**src/rtl/uart_pkg.sv**
```systemverilog
// Shared serial-link definitions for the 9600 baud transmitter/receiver pair.
// Both ends use the same state encoding and frame geometry.
package uart_pkg;

    typedef enum logic [1:0] {
        IDLE  = 2'b00,
        START = 2'b01,
        DATA  = 2'b10,
        STOP  = 2'b11
    } uart_state_t;

    localparam int DATA_BITS = 8;
    localparam int BIT_W     = $clog2(DATA_BITS);
    localparam int BAUD_HZ   = 9600;

endpackage

```
**src/rtl/transmissor.sv**
```systemverilog
// UART transmitter: sends BYTES back-to-back 8N1 frames (byte 0 first, LSB first),
// one bit per rising edge of clk_9k6hz. The start bit is driven on the accepting edge.
module transmissor
    import uart_pkg::*;
#(
    parameter int BYTES     = 2,
    parameter int STOP_BITS = 1     // 1 or 2
) (
    input  logic                 clk_9k6hz,
    input  logic                 rst,
    input  logic                 send,
    input  logic [8*BYTES-1:0]   data,
    output logic                 tx,
    output logic                 busy,
    output logic                 concluded
);

    localparam int BCW = (BYTES > 1) ? $clog2(BYTES) : 1;

    uart_state_t          state, state_nxt;
    logic [BIT_W-1:0]     bit_cnt;
    logic [BCW-1:0]       byte_cnt;
    logic [8*BYTES-1:0]   buffer;
    logic                 tx_nxt, busy_nxt, concluded_nxt;
    logic                 bit_last, stop_done, last_byte;

    assign bit_last  = (bit_cnt == BIT_W'(DATA_BITS - 1));
    // In STOP, bit_cnt counts stop bits already driven; the edge after the last one
    // either launches the next start bit or finishes the word.
    assign stop_done = (bit_cnt == BIT_W'(STOP_BITS));
    assign last_byte = (byte_cnt == BCW'(BYTES - 1));

    always_ff @(posedge clk_9k6hz or posedge rst) begin
        if (rst) begin
            state     <= IDLE;
            tx        <= 1'b1;
            busy      <= 1'b0;
            concluded <= 1'b0;
        end else begin
            state     <= state_nxt;
            tx        <= tx_nxt;
            busy      <= busy_nxt;
            concluded <= concluded_nxt;
        end
    end

    always_comb begin
        state_nxt = state;
        case (state)
            IDLE:    if (send) state_nxt = DATA;
            DATA:    if (bit_last) state_nxt = STOP;
            STOP:    if (stop_done) state_nxt = last_byte ? IDLE : DATA;
            default: state_nxt = IDLE;
        endcase
    end

    always_comb begin
        tx_nxt        = 1'b1;
        busy_nxt      = 1'b0;
        concluded_nxt = 1'b0;
        case (state)
            IDLE: begin
                if (send) begin
                    tx_nxt   = 1'b0;
                    busy_nxt = 1'b1;
                end
            end
            DATA: begin
                tx_nxt   = buffer[0];
                busy_nxt = 1'b1;
            end
            STOP: begin
                busy_nxt = 1'b1;
                if (stop_done) begin
                    if (last_byte) begin
                        busy_nxt      = 1'b0;
                        concluded_nxt = 1'b1;
                    end else begin
                        tx_nxt = 1'b0;
                    end
                end
            end
            default: ;
        endcase
    end

    // Buffer shifts right once per data bit, so consecutive bytes fall out in order.
    always_ff @(posedge clk_9k6hz or posedge rst) begin
        if (rst) begin
            bit_cnt  <= '0;
            byte_cnt <= '0;
            buffer   <= '0;
        end else begin
            case (state)
                IDLE: begin
                    if (send) begin
                        buffer   <= data;
                        bit_cnt  <= '0;
                        byte_cnt <= '0;
                    end
                end
                DATA: begin
                    buffer  <= buffer >> 1;
                    bit_cnt <= bit_last ? '0 : bit_cnt + 1'b1;
                end
                STOP: begin
                    if (!stop_done) begin
                        bit_cnt <= bit_cnt + 1'b1;
                    end else begin
                        bit_cnt <= '0;
                        if (!last_byte) byte_cnt <= byte_cnt + 1'b1;
                    end
                end
                default: begin
                    bit_cnt  <= '0;
                    byte_cnt <= '0;
                end
            endcase
        end
    end

endmodule

```
**config.mk**
```make
export PLATFORM = sky130hd
export DESIGN_NAME = transmissor
export DESIGN_NICKNAME = d
export VERILOG_FILES = /design/src/rtl/uart_pkg.sv /design/src/rtl/transmissor.sv
export SDC_FILE = /design/constraint.sdc
export NUM_CORES = 1
export LEC_CHECK = 0
export ABC_AREA = 0
export ABC_CLOCK_PERIOD_IN_PS = 2140
export CORE_ASPECT_RATIO = 0.7
export CORE_MARGIN = 5
export CORE_UTILIZATION = 45
export CTS_CLUSTER_DIAMETER = 60
export DETAILED_ROUTE_END_ITERATION = 7
export PLACE_DENSITY = 0.7
export SETUP_SLACK_MARGIN = 0.15
export SLEW_MARGIN = 20
export SYNTH_ARGS = -nofsm -noshare
export SYNTH_HDL_FRONTEND = slang
export SYNTH_SLANG_ARGS = --single-unit
```
**constraint.sdc**
```tcl
create_clock -name clk_9k6hz -period 2.14 [get_ports clk_9k6hz]
set_input_delay 0.428 -clock clk_9k6hz [delete_from_list [all_inputs] [get_ports clk_9k6hz]]
set_output_delay 0.428 -clock clk_9k6hz [all_outputs]
set_load 0.02 [all_outputs]
```
# Word level (Yosys, flattened, before mapping)
# Cells that the tools add are included.
[word_totals] reg_bits=25 inputBits=19 elab_cells=47
[classes] addsub=2 eq_ne=7 muxes=25 bitwise_logic=1 n_reduce_logical=5
[op_table] op="16-bit one-hot mux with 2 select lines" count=1
[op_table] op="16-bit 2-to-1 mux" count=1
[op_table] op="1-bit 2-to-1 mux" count=11
[op_table] op="3-bit 2-to-1 mux" count=3
[op_table] op="1-bit one-hot mux with 3 select lines" count=3
[op_table] op="3-bit one-hot mux with 3 select lines" count=1
[op_table] op="2-bit 2-to-1 mux" count=4
[op_table] op="2-bit != test (second input constant)" count=3
[op_table] op="2-bit one-hot mux with 3 select lines" count=1
[op_table] op="3-bit AND reduction" count=2
[op_table] op="2-bit == test (second input constant)" count=2
[op_table] op="3-bit by 1-bit adder with 3-bit output (second input constant)" count=1
[op_table] op="3-bit by 1-bit == test with 1-bit output (second input constant)" count=1
[op_table] op="3-bit == test (second input constant)" count=1
[op_table] op="2-bit logical NOT" count=1
[op_table] op="2-bit AND reduction" count=1
[op_table] op="2-bit nonzero test" count=1
[op_table] op="1-bit adder (second input constant)" count=1
[op_table] op="1-bit NOT" count=1

# Depth between registers and ports, before layout
# Gate-level depths: netlist of the first run.
[logic_depth] ltp_word=4 depth_mapped=5 depth_no_buf=5

# Worst setup path after synthesis of the first run
# OpenSTA, ideal clock, no wires.
[synth_timing] kind="reg-to-reg" from="register bit_cnt[0]" to="register bit_cnt[1]" arrival_time_ps=1091 required_ps=2019 path_slack_ps=928 stages_incl_launch_ff=6 n_path_buf=0 cell_sequence="dfrtp_1 ha_1 ha_1 nor2b_1 nor3_2 a22o_1"
[synth_between] elab_chain_cells=3
[synth_rtl] item="from (decl)" line_no="transmissor.sv:21" source="logic [BIT_W-1:0] bit_cnt;"
[synth_rtl] item="from (signal assigned)" line_no="transmissor.sv:104" source="bit_cnt <= bit_last ? '0 : bit_cnt + 1'b1;"
[synth_rtl] item="from (signal assigned)" line_no="transmissor.sv:108" source="bit_cnt <= bit_cnt + 1'b1;"
[synth_rtl] item="3-bit by 1-bit adder with 3-bit output, or another cell as far along" line_no="transmissor.sv:104, transmissor.sv:108"
[synth_rtl] item="3-bit 2-to-1 mux, on equally long branches" line_no="transmissor.sv:107, transmissor.sv:104"
[synth_rtl] item="3-bit one-hot mux with 3 select lines (*)" line_no="transmissor.sv:94" source="case (state)"
# Mark *: on every way between the ends. The rest lies on a longest branch, timed or not.
# A chain may end at the register's enable or synchronous reset.

# Worst setup path in the final report of the first run
[layout_timing] from="register tx" to="output port tx"
[layout_rtl] item="from (decl)" line_no="transmissor.sv:13" source="output logic tx,"
[layout_rtl] item="from (signal assigned)" line_no="transmissor.sv:41" source="tx <= tx_nxt;"
# No word-level cell between the ends.

==> key figures, run 1 <==
Outcome
  • Run status: finished clean

Placement
  • GP Congestion: 0.7893
  • Buffers on Ports: 21
  • Dpl cells: between 150 and 200
  • HPWL Detailed: about 1900 um
  • DP Worst Slack: 0.3703 ns

Power
  • Reg power frac: 0.429
  • Sw power: 828.0 uW
  • Switching share of power: 0.4076
  • Static Leakage: slightly below 0.6 nW
  • Internal: ~1.2 mW
  • Maximum vdd ir drop: between 0.5 and 0.6 mV
  • Combinational power share: 0.428
  • Total power: 2.031 mW
  • Clk network pwr share: 0.143
  • PD cells: 1323 mW/mm2

GRT
  • Largest net degree at the start of global routing: 18
  • Initial antenna violation count: 0
  • Vias in the first global route: 959
  • Grt ovf: 0
  • Total GRT Usage: 0.1490
  • First-pass GRT wire length: between 4000 and 5000 um

Clock network
  • Clock-pin slew on the worst setup and hold paths: ~0.090 ns
  • CTS max path bufs: 2
  • TritonCTS clock tree: built
  • Clk_lat worst skew: 0.27 ns
  • Clock Sinks: 25
  • # H-tree levels: 1
  • Cts-stage hold buffer count: 0
  • CTS buffer count: 3
  • Post-CTS Resized: 0
  • Post-CTS Setup Inserts: 0
  • Root Buffer: clkbuf_8

Cells and area
  • Synth-to-layout area growth: 22.70%
  • Commonest cells after routing, fill and taps aside: 30 x nor3_1, 24 x dfrtp_1, 21 x clkdlybuf4s50_1, 14 x o22ai_1, 12 x nor2_1
  • Non-Filler Instances: approximately 190
  • Commonest non-fill, non-tap cell in the layout: nor3_1
  • FILL cells: 248
  • Share of cells above drive strength 1: 0.09333
  • Fin nets: 173
  • # diodes: 0
  • FF+latch area: ~630 um2
  • Area of the multi-input gates: between 500 and 600 um2

STA
  • Final max-slew violation count: 0
  • Hold Vio Cnt, Final: 0
  • Final cycle utilization of the critical path: 0.8473
  • Final setup fails: 0
  • Slew @ Worst Pin: between 0.5 and 0.6 ns
  • Final worst slack: approximately 0.33 ns
  • RSZ-0062 raised after global routing: false
  • Clk_skew: 0.001982 ns
  • Tmin final: about 1.8 ns
  • Setup TNS Final: 0 ns
  • Fmax: 551.5 MHz
  • Max-slew headroom: 0.6142

Floorplanning
  • Die area: 0.003952 mm2
  • Row cnt: 16
  • Die Wd: about 73 um
  • Initial core utilization: 0.4596
  • Die height: 54.12 um
  • Core area: 0.002723 mm2
  • Io pins: 22

Logic synthesis
  • Post-synth cell types: 30
  • Mapped cell area: 0.001251 mm2
  • Mapped Avg Cell Area: 9.551 um2
  • Yosys warns: 0
  • Syn_nets: between 150 and 200
  • Mapped Cells: 131
  • Async SR Flop Fraction: 1.000
  • Synth Flop Type: dfrtp_1
  • Flops & latches, synth: 25
  • Number of synthesized flops with an enable pin: 0
  • Register area share after synthesis: 0.5010

Worst setup path
  • Top delay family on crit path: buffers and inverters
  • WP data required: 1.71 ns
  • CP Class: reg -> out
  • Critical Path AT: 1.39 ns
  • Reg2reg setup slack: 0.60 ns
  • WP buf/inv: 1
  • Crit end category: output port
  • Crit-path max cell delay: 0.59 ns
  • Startpoint Class: flop
  • Slowest CP cell: clkdlybuf4s50_1
  • Largest fanout on the critical path: 1
  • Crit-path cells: clkdlybuf4s50_1

Routing
  • Met3 Wirelength: 192 um
  • First-pass detailed-route iteration total: 4
  • Initial DRC Count: 50
  • Top sig layer: met4
  • WL met2: 1173 um
  • Routed Wire Length: 2727 um
  • DR vias: slightly above 1000
  • Routed len/inst: 14.66 um
  • Via-to-Cell Ratio: 5.570
  • Remaining antenna violation count: 0
  • DRT met1 WL: 1342 um
  • Drc violations: 0

Hold path
  • Worst hold path type: in -> async

Job
  • Number of max-cap violations: 0
## synthesized netlist by cell type, types with 2 or more instances
library cell / count / share of area
a21oi_1: 6 / 0.024
buf_2: 4 / 0.016
buf_4: 5 / 0.030
dfrtp_1: 24 / 0.48
ha_1: 3 / 0.030
inv_1: 2 / 0.0060
nand2_1: 2 / 0.0060
nand2b_1: 3 / 0.015
nand3b_1: 2 / 0.012
nor2_1: 12 / 0.036
nor2b_1: 2 / 0.010
nor3_1: 30 / 0.12
o21ai_0: 3 / 0.012
o22ai_1: 14 / 0.070
o32ai_1: 4 / 0.028
## per-stage QoR
step	area (um2)	hold WS (ns)	utilization
3_3_place_gp	1486	0.4943	0.5460
4_1_cts	1535	0.5045	0.5639
5_1_grt	1535	0.5359	0.5639
2_1_floorplan	1251	0.4546	-
6_report	1535	0.4829	0.5639
3_5_place_dp	1486	0.5051	0.5460
## worst reg2reg max path, cell delays in order (launching register included)
cell	delay, ns
dfrtp_1	0.55
buf_4	0.28
or2_2	0.36
o32ai_1	0.16
nor2_1	0.08
## layout make-up
type	count	share of cell area
timing repair buffer	25	0.1646
multi-input combinational	93	0.3586
inverter	3	0.007335
clock inverter	1	0.004890
tap	36	0.02934
clock buffer	3	0.02689
sequential	25	0.4083
## power groups by stage
stage                     sequential, mW  combinational (mW)  clock [mW]
final                              0.871               0.869       0.291
after global routing               0.900               0.973       0.311
after CTS                          0.869               0.871       0.295
after detailed placement           0.876               0.867           0
after global placement             0.868               0.836           0
after floorplan                    0.813               0.735           0
## final timing paths
kind / start / end / depth (start not counted)
hold reg to reg: buffer[15]$_DFFE_PP0P_ / buffer[15]$_DFFE_PP0P_ / 2
setup reg to reg: state[1]$_DFFE_PP0P_ / buffer[1]$_DFFE_PP0P_ / 4
setup / recovery: tx$_DFF_PP1_ / tx / 1
min in group clk_9k6hz: buffer[15]$_DFFE_PP0P_ / buffer[15]$_DFFE_PP0P_ / 2
hold / removal: rst / buffer[11]$_DFFE_PP0P_ / 2
max in group asynchronous: rst / buffer[2]$_DFFE_PP0P_ / 3
## registers in the layout, summed over array words and instances, names as in the netlist
name and flops:
buffer 16, bit_cnt 3, state 2, busy 1
byte_cnt 1, concluded 1, tx 1
## logic make-up (layout without fill, tap and decap cells)
logic type / count (synthesis) / after routing / synth area share
muxes: 1 / 1 / 0.008000
adders and majority gates: 3 / 3 / 0.03000
DFF: 25 / 25 / 0.5010
buffers and inverters: 13 / 32 / 0.05900
and+or+nand+nor: 58 / 58 / 0.2440
AOI/OAI and AO/OA: 31 / 31 / 0.1580
## layer usage
metal / GRT usage / vias to the layer above
met2: 0.2329 / 31
met5: 0 / -
met1: 0.2005 / 480
met4: 0.03681 / 0
li1: - / 521
met3: 0.04851 / 4
Note: power is estimated with default switching activity, not from simulation.
==> inputs of run 2 (changes only) <==
--- a/config.mk
+++ b/config.mk
@@ -6,13 +6,13 @@
 export NUM_CORES = 1
 export LEC_CHECK = 0
 export ABC_AREA = 0
-export ABC_CLOCK_PERIOD_IN_PS = 2140
+export ABC_CLOCK_PERIOD_IN_PS = 1550
 export CORE_ASPECT_RATIO = 0.7
 export CORE_MARGIN = 5
 export CORE_UTILIZATION = 45
 export CTS_CLUSTER_DIAMETER = 60
 export DETAILED_ROUTE_END_ITERATION = 7
-export PLACE_DENSITY = 0.7
+export PLACE_DENSITY = 0.73
 export SETUP_SLACK_MARGIN = 0.15
 export SLEW_MARGIN = 20
 export SYNTH_ARGS = -nofsm -noshare
==> constraint.sdc (replaced) <==
create_clock -name clk_9k6hz -period 1.55 [get_ports clk_9k6hz]
set_input_delay 0.31 -clock clk_9k6hz [delete_from_list [all_inputs] [get_ports clk_9k6hz]]
set_output_delay 0.31 -clock clk_9k6hz [all_outputs]
set_load 0.02 [all_outputs]
==> run 2 against run 1 <==
Compared with the run above:
- routed wire length shrank 1.2%
- highest routed layer unchanged
- core utilization grew 0.87 points
- via count grew 3.7%
- register-to-register slack lost 0.37 ns
- non-clock buffer count grew 4
==> key figures, run 2 (synthesized netlist as in run 1, its figures left out) <==
Outcome
  • Run status: finished clean

Floorplanning
  • Die area: 0.003952 mm2
  • Io pins: 22
  • Core area: 0.002723 mm2
  • Initial core utilization: 0.4596
  • Die height: roughly 54 um
  • Die Wd: 73.03 um
  • Row cnt: 16

Worst setup path
  • CP Class: in -> reg
  • Largest fanout on the critical path: 14
  • Top delay family on crit path: buffers and inverters
  • Crit path launch: send
  • Slowest CP cell: clkdlybuf4s50_1
  • Crit end category: flop
  • Critical Path AT: 1.50 ns
  • Crit-path max cell delay: 0.59 ns
  • Startpoint Class: primary input
  • Crit-path cells: clkdlybuf4s50_1 > nand2b_2 > o32ai_1 > nor2_1
  • WP buf/inv: 1
  • Worst r2r src: bit_cnt[0]$_DFFE_PP0P_
  • WP data required: about 1.7 ns

Placement
  • Buffers on Ports: 21
  • Dpl cells: 185
  • Placed cell area: 0.001509 mm2
  • HPWL Detailed: ~1900 um
  • GP Congestion: 0.8015

STA
  • Final setup fails: 0
  • Final max-slew violation count: 0
  • RSZ-0062 raised after global routing: true
  • Fmax: approximately 740 MHz
  • Max-slew headroom: 0.7856
  • Hold_ws: 0.2923 ns
  • Hold Vio Cnt, Final: 0
  • Final cycle utilization of the critical path: 0.8671
  • Slew @ Worst Pin: 0.3212 ns
  • Clk_skew: 0.002444 ns
  • Tmin final: 1.344 ns

Clock network
  • Clock-pin slew on the worst setup and hold paths: 0.08 ns
  • Clk_lat worst skew: 0.26 ns
  • TritonCTS clock tree: built
  • CTS buffer count: 3
  • Clock Sinks: 25
  • CTS max path bufs: 2
  • # H-tree levels: 1
  • Root Buffer: clkbuf_8

Cells and area
  • Synth-to-layout area growth: 24.60%
  • Top Registers: buffer (16), bit_cnt (3), state (2)
  • Fin nets: 177
  • Area of the multi-input gates: 555.5 um2
  • Share of cells above drive strength 1: 0.1234
  • # diodes: 0
  • Largest register FFs: 16
  • Commonest cells after routing, fill and taps aside: 30 x nor3_1, 24 x dfrtp_1, 18 x clkdlybuf4s50_1, 14 x o22ai_1, 12 x nor2_1
  • Top reg by flops: buffer
  • Non-Filler Instances: 190
  • Commonest non-fill, non-tap cell in the layout: nor3_1
  • FF+latch area: 626.9 um2
  • FILL cells: 240
  • Post-route cell area: 0.001559 mm2

GRT
  • Initial antenna violation count: 0
  • Vias in the first global route: 1054
  • Total GRT Usage: 0.1545
  • Grt ovf: 0
  • First-pass GRT wire length: 4692 um
  • Largest net degree at the start of global routing: 28

Hold path
  • Worst hold path type: in -> async

Routing
  • First-pass detailed-route iteration total: 4
  • Remaining antenna violation count: 0
  • Via-to-Cell Ratio: about 5.7
  • Drc violations: 0
  • Initial DRC Count: 75
  • Routed Wire Length: 2694 um
  • Routed len/inst: between 10 and 15 um
  • DR vias: 1074

Power
  • Static Leakage: 0.6011 nW
  • Total power: 2.828 mW
  • Maximum vdd ir drop: 0.7009 mV
  • PD cells: 1814 mW/mm2

Job
  • Number of max-cap violations: 0
[run 2: metal layers]
metal	up-vias	part of all wire	GRT usage
met3	2	0.070	0.05224
met5	-	0	0
li1	529	-	-
met2	35	0.44	0.2448
met1	508	0.49	0.2044
met4	0	0.0030	0.03681
[run 2: report_power, final]
| part | internal (mW) | total (mW) | leakage, nW | switching [mW] |
|---|---|---|---|---|
| Combinational | 0.588 | 1.28 | 0.306 | 0.695 |
| Clock | 0.183 | 0.373 | 0.0228 | 0.190 |
| Sequential | 0.933 | 1.17 | 0.272 | 0.239 |
[run 2: stage by stage]
stage / setup slack, ns / util / TNS [ns]
floorplan: 0.3384 / - / 0
global placement: -0.004755 / 0.5542 / -0.004755
detailed placement: -0.05198 / 0.5542 / -0.1680
CTS: 0.1109 / 0.5694 / 0
global route: 0.1305 / 0.5726 / 0
finish: 0.2059 / 0.5726 / 0
[run 2: worst paths after layout]
kind	slack [ns]	cells after the start	end
worst max-delay path	0.21	4	buffer[1]$_DFFE_PP0P_
worst min-delay path	0.29	2	buffer[8]$_DFFE_PP0P_
worst max register to register	0.23	4	bit_cnt[0]$_DFFE_PP0P_
worst min register to register	0.53	2	buffer[14]$_DFFE_PP0P_
max in group asynchronous	0.86	3	buffer[6]$_DFFE_PP0P_
min in group clk_9k6hz	0.53	2	buffer[14]$_DFFE_PP0P_
[run 2: area by class of cell]
class,count,area share
Sequential cell,25,0.4021
Multi-Input combinational cell,93,0.3563
Timing Repair Buffer,29,0.1766
Clock buffer,4,0.02889
Tap cell,36,0.02889
Inverter,3,0.007223
[run 2: timing repair]
action                     CTS  global route
cloned                       0             0
hold buffers                 0             0
gates resized for setup      3             3
pin swaps                    0             0
setup endpoints to repair    3             6
setup buffers                0             1
